--- config.mk ---
export PLATFORM = sky130hd
export DESIGN_NAME = rotate_stream_sink
export DESIGN_NICKNAME = d
export VERILOG_FILES = /design/src/rtl/rot_sink_pkg.sv /design/src/rtl/rot_sink_fifo.sv /design/src/rtl/rotate_stream_sink.sv
export SDC_FILE = /design/constraint.sdc
export NUM_CORES = 1
export LEC_CHECK = 0
export CAP_MARGIN = 20
export CORE_ASPECT_RATIO = 1.1
export CORE_MARGIN = 2
export CORE_UTILIZATION = 35
export CTS_CLUSTER_DIAMETER = 40
export CTS_CLUSTER_SIZE = 8
export DETAILED_ROUTE_END_ITERATION = 6
export SETUP_SLACK_MARGIN = 0.15
export SYNTH_ARGS = -nofsm -noshare
export SYNTH_HDL_FRONTEND = slang
export SYNTH_SLANG_ARGS = --single-unit
--- constraint.sdc ---
create_clock -name clk -period 2.4 [get_ports clk]
set_input_delay 0.36 -clock clk [delete_from_list [all_inputs] [get_ports clk]]
set_output_delay 0.36 -clock clk [all_outputs]
set_load 0.01 [all_outputs]
--- src/rtl/rot_sink_pkg.sv ---
// Shared types and helpers for the rotated-video stream sink.
package rot_sink_pkg;

    // Capture state of the incoming raster.
    typedef enum logic [1:0] {
        ST_IDLE     = 2'd0,
        ST_WAIT_ACT = 2'd1,
        ST_ACTIVE   = 2'd2,
        ST_DROP     = 2'd3
    } sink_state_e;

    // Each FIFO entry carries two marker bits (sof, eol) on top of the pixel.
    localparam int ENTRY_CTRL_W = 2;

    function automatic int entry_width(input int depth);
        return depth + ENTRY_CTRL_W;
    endfunction

endpackage

--- src/rtl/rot_sink_fifo.sv ---
// Synchronous FIFO with a registered output stage.
// Pointers carry one extra wrap bit so full and empty are told apart.
module rot_sink_fifo #(
    parameter int W  = 10,
    parameter int AW = 4
) (
    input  logic         clk,
    input  logic         reset,
    input  logic         push_i,
    input  logic [W-1:0] push_data_i,
    output logic         full_o,
    output logic         empty_o,
    input  logic         out_ready_i,
    output logic         out_valid_o,
    output logic [W-1:0] out_data_o
);

    localparam int N = 1 << AW;

    logic [W-1:0] mem_q [N];
    logic [AW:0]  wr_ptr_q;
    logic [AW:0]  rd_ptr_q;
    logic         out_valid_q;
    logic [W-1:0] out_data_q;
    logic         push_ok;
    logic         pop;

    assign full_o  = (wr_ptr_q[AW] != rd_ptr_q[AW]) &&
                     (wr_ptr_q[AW-1:0] == rd_ptr_q[AW-1:0]);
    assign empty_o = (wr_ptr_q == rd_ptr_q);

    // A push into a full FIFO is refused even if a pop happens in the same cycle.
    assign push_ok = push_i & ~full_o;
    assign pop     = ~empty_o & (~out_valid_q | out_ready_i);

    assign out_valid_o = out_valid_q;
    assign out_data_o  = out_data_q;

    // Storage array; no reset needed since pointers gate every read.
    always_ff @(posedge clk) begin
        if (push_ok) begin
            mem_q[wr_ptr_q[AW-1:0]] <= push_data_i;
        end
    end

    // Write and read pointers.
    always_ff @(posedge clk or posedge reset) begin
        if (reset) begin
            wr_ptr_q <= '0;
            rd_ptr_q <= '0;
        end else begin
            if (push_ok) begin
                wr_ptr_q <= wr_ptr_q + 1'b1;
            end
            if (pop) begin
                rd_ptr_q <= rd_ptr_q + 1'b1;
            end
        end
    end

    // Output register: holds while stalled, reloads when empty or accepted.
    always_ff @(posedge clk or posedge reset) begin
        if (reset) begin
            out_valid_q <= 1'b0;
            out_data_q  <= '0;
        end else if (pop) begin
            out_valid_q <= 1'b1;
            out_data_q  <= mem_q[rd_ptr_q[AW-1:0]];
        end else if (out_ready_i) begin
            out_valid_q <= 1'b0;
        end
    end

endmodule

--- src/rtl/rotate_stream_sink.sv ---
// Receiving end of the rotated-video stream: samples the ce-qualified raster,
// tags pixels with sof/eol and forwards them through a FIFO to a valid/ready port.
// Optional geometry checking is built when ROT_SINK_GEOMCHK_EN is defined;
// otherwise geom_err is tied low.
//
// state    | meaning
// ---------+-----------------------------------------------------------
// IDLE     | after reset, waiting for the first vblank rising edge
// WAIT_ACT | frame start pending; next accepted pixel carries sof
// ACTIVE   | capturing pixels of the current frame
// DROP     | FIFO overflowed; rest of frame discarded until next vblank
module rotate_stream_sink
    import rot_sink_pkg::*;
#(
    parameter int DEPTH   = 8,
    parameter int WIDTH   = 240,
    parameter int HEIGHT  = 336,
    parameter int FIFO_AW = 4
) (
    input  logic             clk,
    input  logic             reset,
    input  logic             ce,
    input  logic [DEPTH-1:0] video_in,
    input  logic             hblank,
    input  logic             vblank,
    output logic [DEPTH-1:0] pix_data,
    output logic             pix_sof,
    output logic             pix_eol,
    output logic             pix_valid,
    input  logic             pix_ready,
    output logic             overflow,
    output logic             geom_err
);

    localparam int ENTRY_W = entry_width(DEPTH);

    typedef struct packed {
        logic             sof;
        logic             eol;
        logic [DEPTH-1:0] data;
    } entry_t;

    sink_state_e      state_q;
    logic             hblank_q;
    logic             vblank_q;
    logic             hold_vld_q;
    logic             hold_sof_q;
    logic [DEPTH-1:0] hold_data_q;
    logic             overflow_q;

    logic             acc;
    logic             hb_edge;
    logic             vb_edge;
    logic             line_end;
    logic             push;
    logic             drop;
    entry_t           push_entry;
    entry_t           out_entry;
    logic             fifo_full;
    logic             fifo_empty_unused;

    assign acc = ce & ~hblank & ~vblank &
                 ((state_q == ST_ACTIVE) | (state_q == ST_WAIT_ACT));

    assign hb_edge  = hblank & ~hblank_q;
    assign vb_edge  = vblank & ~vblank_q;
    assign line_end = hb_edge | vb_edge;

    // acc needs both blanks low and an edge needs one high, so they never
    // coincide; simultaneous h/v edges still produce a single push.
    assign push            = hold_vld_q & (acc | line_end);
    assign push_entry.sof  = hold_sof_q;
    assign push_entry.eol  = line_end;
    assign push_entry.data = hold_data_q;
    assign drop            = push & fifo_full;

    // Capture FSM, one-pixel hold register, blank edge history and overflow flag.
    // Blank history resets high so a blank already asserted at reset release
    // is not mistaken for a rising edge.
    always_ff @(posedge clk or posedge reset) begin
        if (reset) begin
            state_q     <= ST_IDLE;
            hblank_q    <= 1'b1;
            vblank_q    <= 1'b1;
            hold_vld_q  <= 1'b0;
            hold_sof_q  <= 1'b0;
            hold_data_q <= '0;
            overflow_q  <= 1'b0;
        end else begin
            hblank_q <= hblank;
            vblank_q <= vblank;
            if (drop) begin
                overflow_q <= 1'b1;
                state_q    <= ST_DROP;
                hold_vld_q <= 1'b0;
                hold_sof_q <= 1'b0;
            end else begin
                if (acc) begin
                    hold_vld_q  <= 1'b1;
                    hold_sof_q  <= (state_q == ST_WAIT_ACT);
                    hold_data_q <= video_in;
                end else if (line_end) begin
                    hold_vld_q <= 1'b0;
                end
                case (state_q)
                    ST_IDLE:     if (vb_edge) state_q <= ST_WAIT_ACT;
                    ST_WAIT_ACT: if (acc)     state_q <= ST_ACTIVE;
                    ST_ACTIVE:   if (vb_edge) state_q <= ST_WAIT_ACT;
                    ST_DROP:     if (vb_edge) state_q <= ST_WAIT_ACT;
                    default:                  state_q <= ST_IDLE;
                endcase
            end
        end
    end

    rot_sink_fifo #(
        .W  (ENTRY_W),
        .AW (FIFO_AW)
    ) u_fifo (
        .clk         (clk),
        .reset       (reset),
        .push_i      (push),
        .push_data_i (push_entry),
        .full_o      (fifo_full),
        .empty_o     (fifo_empty_unused),
        .out_ready_i (pix_ready),
        .out_valid_o (pix_valid),
        .out_data_o  (out_entry)
    );

    assign pix_data = out_entry.data;
    assign pix_sof  = out_entry.sof;
    assign pix_eol  = out_entry.eol;
    assign overflow = overflow_q;

`ifdef ROT_SINK_GEOMCHK_EN
    localparam int PIX_CW  = $clog2(WIDTH + 1);
    localparam int LINE_CW = $clog2(HEIGHT + 1);
    localparam logic [PIX_CW-1:0]  WIDTH_C  = PIX_CW'(WIDTH);
    localparam logic [LINE_CW-1:0] HEIGHT_C = LINE_CW'(HEIGHT);

    logic [PIX_CW-1:0]  pix_cnt_q;
    logic [LINE_CW-1:0] line_cnt_q;
    logic [LINE_CW-1:0] line_cnt_d;
    logic               armed_q;
    logic               geom_err_q;
    logic               eol_push;

    assign eol_push = push & line_end & ~fifo_full;

    // Line count including a line closed in this very cycle (saturating).
    always_comb begin
        line_cnt_d = line_cnt_q;
        if (eol_push && (line_cnt_q != '1)) begin
            line_cnt_d = line_cnt_q + 1'b1;
        end
    end

    // Geometry counters; armed only after one complete frame so the partial
    // frame seen right after reset is never judged.
    always_ff @(posedge clk or posedge reset) begin
        if (reset) begin
            pix_cnt_q  <= '0;
            line_cnt_q <= '0;
            armed_q    <= 1'b0;
            geom_err_q <= 1'b0;
        end else begin
            if (vb_edge) begin
                pix_cnt_q  <= '0;
                line_cnt_q <= '0;
                if ((state_q == ST_ACTIVE) && !drop) begin
                    armed_q <= 1'b1;
                    if (armed_q && (line_cnt_d != HEIGHT_C)) begin
                        geom_err_q <= 1'b1;
                    end
                end
            end else begin
                line_cnt_q <= line_cnt_d;
                if (hb_edge) begin
                    pix_cnt_q <= '0;
                end else if (acc && (pix_cnt_q != '1)) begin
                    pix_cnt_q <= pix_cnt_q + 1'b1;
                end
            end
            if (hb_edge && hold_vld_q && armed_q && !drop && (pix_cnt_q != WIDTH_C)) begin
                geom_err_q <= 1'b1;
            end
        end
    end

    assign geom_err = geom_err_q;
`else
    logic unused_geom_params;
    assign unused_geom_params = (WIDTH != HEIGHT);
    assign geom_err = 1'b0;
`endif

endmodule

==> flow_summary.json <==
{
  "track_usage": 0.1531,
  "hold-worst-slack_ns": 0.3493,
  "area_growth_syn_to_layout_pct": 20.95,
  "synth_common_cells": "edfxtp_1 (160), mux2i_1 (40), dfrtp_1 (34)",
  "final_cells": 796,
  "dp.cells": 749,
  "dieArea_sq_mm": 0.02402,
  "cp.required_ns": 2.54,
  "synth_edf_count": 160,
  "wl_microns": 17360,
  "core-area_sq_mm": 0.02225,
  "cts.sinks": 196,
  "viasPerCell": 5.148,
  "cts_buffer_depth": 2,
  "dr.pass1.iters": 4,
  "rows": 57,
  "htree_levels": 4,
  "period_needed_ns": 2.343,
  "cts_buffers": 17,
  "die_w_microns": 148.0,
  "synth_area_per_cell_sq_um": 18.86,
  "synth_cell_types": 47,
  "cp.arrival_ns": 2.49,
  "num_vias": 4098,
  "max_freq_ghz": 0.4268,
  "die_h_microns": 162.3,
  "vdd_ir_drop_max_mv": 0.6788,
  "tns_ns": 0,
  "place_area_sq_mm": 0.008790,
  "initialDrtViolationCount": 411,
  "cp_max_fo": 16,
  "setup_viol": 0,
  "slew_headroom": 0.4787,
  "hold_path.class": "in -> async",
  "netlist_instances": 423,
  "synth.most_common_cell": "edfxtp_1",
  "io_pins": 27,
  "clk_pin_slew_ns": 0.07,
  "syn_nets": 443,
  "final.setup_skew_ns": 0.01652,
  "ys_warn_count": 0,
  "cts_root_buffer": "clkbuf_16",
  "worstSetupPathType": "reg -> reg",
  "place_hpwl_microns": 11040,
  "drcViolationCount": 0,
  "critPathLaunchType": "flop",
  "max_cap_violations": 0,
  "p_leak_nw": 3.417,
  "start_util": 0.3585,
  "clkLatencyLatePin_ns": 0.44,
  "ys_seq_area_frac": 0.7155,
  "ant_nets": 0,
  "grt_antenna_before_repair": 0,
  "synthesis.area_sq_mm": 0.007978,
  "synth_seq_cells": 196,
  "portBuffers": 25,
  "ys.flop_type": "edfxtp_1",
  "final_area_sq_mm": 0.009649,
  "p_per_area_mw_per_mm2": 1234,
  "antennaDiodeCount": 0,
  "grt_pass1_wl_microns": 26160,
  "yosysTopAreaCell": "edfxtp_1",
  "place_congestion": 0.7691,
  "synth_top_area_frac": 0.6023,
  "wl_per_cell_microns": 21.81,
  "grt_max_degree": 44,
  "status": "completed",
  "tightest_slew_ns": 0.7820,
  "hold_violations": 0,
  "cts_tree": "done",
  "holdBufCountCts": 0,
  "worstSetupEndpointType": "flop",
  "p_total_mw": 11.91,
  "rsz0062_at_grt": "yes",
  "grt_overflow_total": 0,
  "postSynth.asyncResetShare": 0.1837,
  "grt_pass1_vias": 4245,
  "slew_viol_final": 0,
  "synthTopCellsByArea": "edfxtp_1 (60%), dfrtp_1 (11%), mux2i_1 (5.0%)",
  "final_nets": 508,
  "period_share": 0.9763,
  "layout-drive-gt1-share": 0.2834
}
final cells by class:
class / instances / area, sq um
fill: 1941 / 12600
tap: 295 / 369.1
clock buffer: 19 / 442.9
multi-input combinational: 206 / 2301
clock inverter: 13 / 216.5
timing repair buffer: 60 / 583.1
sequential: 196 / 5710
inverter: 7 / 26.28
final timing paths:
| path | end | slack, ns | depth (start not counted) | start |
|---|---|---|---|---|
| max | u_fifo.mem_q[8][7] | 0.06 | 8 | state_q[1] |
| max reg2reg | u_fifo.mem_q[8][7] | 0.06 | 8 | state_q[1] |
| min reg2reg | overflow | 0.47 | 1 | overflow |
| max in group asynchronous | u_fifo.rd_ptr_q[1] | 1.66 | 3 | reset |
| min | u_fifo.wr_ptr_q[4] | 0.35 | 3 | reset |
| min in group clk | overflow | 0.47 | 1 | overflow |
sequential cells by signal, summed over array words and instances (netlist names), 2 cells and up:
register,flops
state_q,2
u_fifo.out_data_o,10
u_fifo.wr_ptr_q,5
u_fifo.rd_ptr_q,5
u_fifo.mem_q,160
hold_data_q,8
cell usage in the layout, fill, tap and decap left out, types with 3 or more instances in the layout:
cell               n
inv_6              4
buf_6              4
nand2_1            7
a221oi_1          10
ha_1               5
and3_4            17
nor2_1             4
nand2b_1           3
xor2_1            12
a211oi_1           3
inv_1              6
and2_4             6
edfxtp_1         160
buf_12             3
a22o_1            10
clkinvlp_4         3
mux2_1             6
clkbuf_16         18
mux4_2            15
nor2b_1            5
clkdlybuf4s50_1   25
bufinv_16          5
mux2i_1           40
dfrtp_1           32
mux4_1             5
buf_4             27
mux2_2            13
mux2_4            11
a22oi_1           10
layer usage:
layer | GRT usage | vias to the layer above | wire [microns] | part of all wire
met5 | 0 | - | 0 | 0
met4 | 0.06104 | 0 | 368 | 0.021
met3 | 0.03389 | 23 | 694 | 0.040
met2 | 0.2554 | 104 | 8863 | 0.51
met1 | 0.1955 | 2138 | 7432 | 0.43
li1 | - | 1833 | - | -
through the flow:
stage	utilization	worst slack (ns)
floorplan	-	0.09397
global placement	0.3950	-0.1941
detailed placement	0.3950	-0.2428
CTS	0.4292	-0.02180
global route	0.4336	-0.02355
finish	0.4336	0.05689
power by group:
part / internal [mW] / switching [mW] / total [mW]
Combinational: 1.83 / 1.86 / 3.68
Sequential: 4.40 / 0.698 / 5.10
Clock: 1.89 / 1.23 / 3.12
Total: 8.12 / 3.79 / 11.9
critical path, stage by stage (launching register included):
cell and delay (ns):
dfrtp_1 0.39, inv_2 0.07, ha_4 0.20, or4b_4 0.49, a31o_4 0.26, a21oi_4 0.14, buf_12 0.17, buf_6 0.11
and3_4 0.23
timing repair:
item / in CTS / in global routing
setup buffers: 4 / 2
pin swaps: 3 / 2
resized for setup: 9 / 10
cloned: 6 / 3
endpoints found under the setup margin: 161 / 175
cell families after synthesis:
kind of cell	count (synthesis)	synth area share
other cells	1	0.0004701
flops	196	0.7155
mux	90	0.1565
fa+ha+maj	6	0.009410
xor+xnor	14	0.01537
compound gates	46	0.04956
buf+inv	29	0.02243
simple gates	41	0.03074
Power figures use the tool's default switching activity.
